<file path="config.mk">
export PLATFORM = sky130hd
export DESIGN_NAME = accumulator_unit
export DESIGN_NICKNAME = d
export VERILOG_FILES = /design/src/rtl/accumulator_unit.sv
export SDC_FILE = /design/constraint.sdc
export NUM_CORES = 1
export LEC_CHECK = 0
export ABC_AREA = 0
export BUFFER_PORTS_ARGS = -buffer_cell sky130_fd_sc_hd__buf_2
export CAP_MARGIN = 10
export CORE_MARGIN = 2
export CORE_UTILIZATION = 38
export DETAILED_ROUTE_END_ITERATION = 6
export PLACE_DENSITY_LB_ADDON = 0.2
export SYNTH_ARGS = -nofsm -noshare
export SYNTH_HDL_FRONTEND = slang
export SYNTH_SLANG_ARGS = --single-unit
</file>
<file path="constraint.sdc">
create_clock -name clk -period 1.6 [get_ports clk]
set_clock_uncertainty 0.15 [all_clocks]
set_input_delay 0.24 -clock clk [delete_from_list [all_inputs] [get_ports clk]]
set_output_delay 0.24 -clock clk [all_outputs]
set_load 0.02 [all_outputs]
</file>
<file path="src/rtl/accumulator_unit.sv">
`default_nettype none
// ============================================================================
//  Module      : accumulator_unit
//  Description : Single W-bit accumulator for an accumulator-style datapath.
//                Loads from the register-file operand, the ALU result, or a
//                4-bit immediate nibble merged into the low or high half of
//                the low byte. DataOut is a pure register output.
//  Revision    : 1.0 - initial release
// ============================================================================
module accumulator_unit #(
    parameter int W = 8
) (
    input  logic         clk,
    input  logic         Reset,
    input  logic         Write_En,
    input  logic         From_Reg,
    input  logic         From_Imm,
    input  logic         From_ALU,
    input  logic         Load_Hi,
    input  logic [W-1:0] RegInput,
    input  logic [W-1:0] ALUInput,
    input  logic [3:0]   Imm_in,
    output logic [W-1:0] DataOut
);

    // Stored accumulator value and its next-state
    logic [W-1:0] acc_q;
    logic [W-1:0] acc_d;

    // Current value with the immediate nibble merged into the chosen half
    logic [W-1:0] w_imm_merged;

    // Merge the immediate nibble into the stored value; all other bits keep
    // their current contents so two nibble writes can build a full byte.
    always_comb begin
        w_imm_merged = acc_q;
        if (Load_Hi) begin
            w_imm_merged[7:4] = Imm_in;
        end else begin
            w_imm_merged[3:0] = Imm_in;
        end
    end

    // Select the next value: From_Reg beats From_ALU beats From_Imm; only the
    // selected source is ever routed, so an unselected input cannot leak in.
    always_comb begin
        acc_d = acc_q;
        if (Write_En) begin
            if (From_Reg) begin
                acc_d = RegInput;
            end else if (From_ALU) begin
                acc_d = ALUInput;
            end else if (From_Imm) begin
                acc_d = w_imm_merged;
            end
        end
    end

    // Accumulator register; reset overrides any pending write
    always_ff @(posedge clk) begin
        if (Reset) begin
            acc_q <= '0;
        end else begin
            acc_q <= acc_d;
        end
    end

    assign DataOut = acc_q;

endmodule
`default_nettype wire

</file>
==> results.txt <==
----------------------------------------------------
[Worst hold path]
  Worst hold path stage count ... 2
  Endpoint of the worst hold path ... DataOut[1]
  Path category of the worst min-delay check ... input port to flip-flop
  Worst hold path startpoint ... Reset

[Power]
  Max VDD drop ... about 410 uV
  Power per Cell Area ... ~740 mW/mm^2
  Total leakage power ... around 0.32 nW
  Net load switching power ... around 0.15 mW
  Total power of the final layout ... about 0.51 mW
  Combinational group share of total power ... a little over a quarter
  Share of total power in sequential cells ... a little over two fifths
  Switching Fraction ... 28.38%
  Proportion of power drawn by the clock network ... about 30%
  Int Power ... ~0.37 mW

[CTS]
  CTS buffer count ... 3
  Source-to-sink clock delay at the later pin of the worst-skew pair ... roughly 0.25 ns
  CTS Buffer Depth ... 2
  Number of sinks handled by clock tree synthesis ... 8
  Reg clk slew, reported paths ... ~0.050 ns
  Root buffer cell ... clkbuf_4
  Number of setup buffers added after CTS ... 0
  Post-cts resize count ... 0
  TritonCTS clock tree ... yes
  Post-CTS Hold Buffers ... 0
  # H-tree levels ... 1

[Setup path]
  R2R Setup Slk ... 0.73 ns
  Number of cells on the worst reg-to-reg path ... 2
  Required time reported for the critical path endpoint ... about 1.2 ns
  CP Class ... flip-flop to primary output
  Critical R2R Capture ... DataOut[0]
  Crit Reg-Reg Startpoint ... DataOut[0]
  Critical path's top delay family ... flip-flops
  Critical Path Sink Type ... primary output
  Max Fanout on Critical Path ... 2
  Worst Path Buf+Inv ... 1
  Cell Chain, Critical Path ... buf_2
  Data arrival at the endpoint of the critical path ... roughly 0.74 ns
  Startpoint types ... flip-flop
  Delay contributed by the slowest stage of the critical path ... ~0.33 ns
  Cell at the slowest stage of the critical path ... dfxtp_1

[Synth]
  Syn_area_per_cell ... slightly above 9 sq um
  Number of cells produced by synthesis ... 54
  Synthesized netlist net count ... 81
  Summed instance area of the synthesized netlist ... between 500 and 600 sq um
  Fraction of the yosys area taken by sequential cells ... approximately a third
  Synthesis-stage register bit count ... 8
  Warnings, synthesis ... 0
  Number of distinct library cells after synthesis ... 18

[Detailed routing]
  Via-to-Cell Ratio ... between 4 and 5
  Pre-antenna DRT Iters ... 5
  Routed wire length ... 1.117 mm
  Number of routed nets with antenna violations ... 0
  Starting DRC count in detailed routing ... 4
  Via Count ... slightly above 500
  Mean routed wirelength per cell ... between 10 and 15 microns
  DRC Markers ... 0

[Cells and area]
  Final Non-Filler Cells ... approximately 100
  Area growth from synthesis to layout ... 38.00%
  Antenna diodes ... 0
  Fraction of final layout cells sized beyond drive strength 1 ... ~47%
  Number of nets in the layout ... approximately 120
  Number of flip-flops in the largest register ... 8
  Number of inserted filler cells in the final layout ... roughly 130

[STA]
  Actual transition at the worst max-transition pin ... roughly 0.36 ns
  Ratio of final minimum period to clock period ... ~71%
  F_max ... roughly 880 MHz
  Final-report setup violation count ... 0
  Sum Neg Setup Slack ... 0 ns
  Final min period ... ~1.1 ns
  Unrepaired setup endpoints after global routing ... false
  Number of max-slew violations in the final report ... 0
  Relative max-transition margin ... 75.83%
  Final number of hold-violating endpoints ... 0

[Place]
  Estimated wirelength of the detail-placed design ... approximately 900 microns
  Instance count after placement with tap cells included ... 100
  Count of buffers inserted at the top-level ports ... 34
  Routability congestion estimate from global placement ... 0.7725

[Global route]
  Total congestion overflow after global routing ... 0
  Maximum number of pins on one net before global-route repair ... 20
  Total routing usage reported by global routing ... roughly 17%
  Antenna violations before repair ... 0
  Vias in the first global route ... roughly 430
  Wire length of the first global-routing pass ... 1.759 mm

[Floorplanning]
  Horizontal die dimension ... between 40 and 50 microns
  Overall die area ... 0.001623 sq mm
  Number of primary I/O pins ... 35
  Die extent in y ... just over 40 microns
  Core Area ... between 0.001 and 0.0015 sq mm
  Site Rows ... 13
  Effective utilization at floorplan ... between 30% and 40%

[Run status]
  Status ... complete, no violations

[Job]
  Number of maximum-capacitance violations ... 0

----------------------------------------------------
power by group through the flow:
stage               Clock [mW]  Sequential (mW)  Combinational (mW)
floorplan                    0            0.245              0.0656
global placement             0            0.225               0.137
detailed placement           0            0.226               0.138
CTS                      0.160            0.222               0.139
global route             0.177            0.223               0.154
finish                   0.153            0.221               0.137
Yosys cell counts:
library cell  instances  area, sq um
o31a_1                1        8.760
and2_0                3        18.77
a32o_1                4        40.04
a211oi_1              1        7.510
dfxtp_1               8        160.2
inv_1                 5        18.77
o311ai_2              1        16.27
nor2b_1               6        37.54
o32ai_1               4        35.03
buf_6                 1        11.26
buf_2                 2        10.01
o31ai_1               3        22.52
a211oi_2              1        12.51
nor3_2                1        10.01
nand2b_1              7        43.79
a211o_1               4        35.03
o21a_2                1        8.760
nand2_1               1        3.750
worst register-to-register path, cell delays in order (launching register included):
cell and delay (ns):
dfxtp_1 0.33, inv_1 0.04, o32ai_1 0.26
area by class of cell:
type / instances / area (sq um) / share of cell area [%]
multi-input combinational: 38 / 300.3 / 43.48
sequential: 8 / 160.2 / 23.19
timing repair buffer: 34 / 170.2 / 24.64
clock buffer: 3 / 22.52 / 3.261
inverter: 5 / 18.77 / 2.717
tap: 15 / 18.77 / 2.717
through the flow:
step                worst slack [ns]  utilization (%)  cell area [sq um]  hold WS, ns
finish                        0.4661            54.44              690.7       0.1170
detailed placement            0.2474            52.66              668.1       0.2993
global route                  0.4112            54.44              690.7       0.1060
CTS                           0.4558            54.44              690.7       0.1086
floorplan                     0.3170                -              500.5       0.2063
global placement              0.2561            52.66              668.1       0.2995
cell usage in the layout, fill, tap and decap left out:
master,count
dfxtp_1,8
inv_1,5
a211oi_2,1
nand2_1,1
o31a_1,1
nand2b_1,7
a211oi_1,1
a211o_1,4
o31ai_1,3
clkbuf_4,3
a32o_1,4
o32ai_1,4
nor2b_1,6
o21a_2,1
nor3_2,1
and2_0,3
o311ai_2,1
buf_2,34
worst max path at each step:
stage	startpoint	to	slack, ns	cells after the start
2_1_floorplan	From_Reg	DataOut[6]	0.32	4
3_3_place_gp	From_ALU	DataOut[7]	0.26	4
3_5_place_dp	From_ALU	DataOut[4]	0.25	4
4_1_cts	DataOut[4]	DataOut[4]	0.46	1
5_1_grt	DataOut[5]	DataOut[5]	0.41	1
6_report	DataOut[4]	DataOut[4]	0.47	1
metal layers:
| metal | share of wire, % | global-route usage, % | vias to the layer above |
|---|---|---|---|
| li1 | - | - | 272 |
| met1 | 44 | 17.94 | 217 |
| met2 | 47 | 28.63 | 20 |
| met3 | 8.8 | 10.00 | 0 |
| met4 | 0 | 5.000 | 0 |
| met5 | 0 | 0 | - |
kinds of logic after synthesis:
group                  share of synthesized area, %
DFF                                           32.00
and+or+nand+nor                               22.75
buffers and inverters                         8.000
AOI/OAI and AO/OA                             37.25
Power figures use the tool's default switching activity.
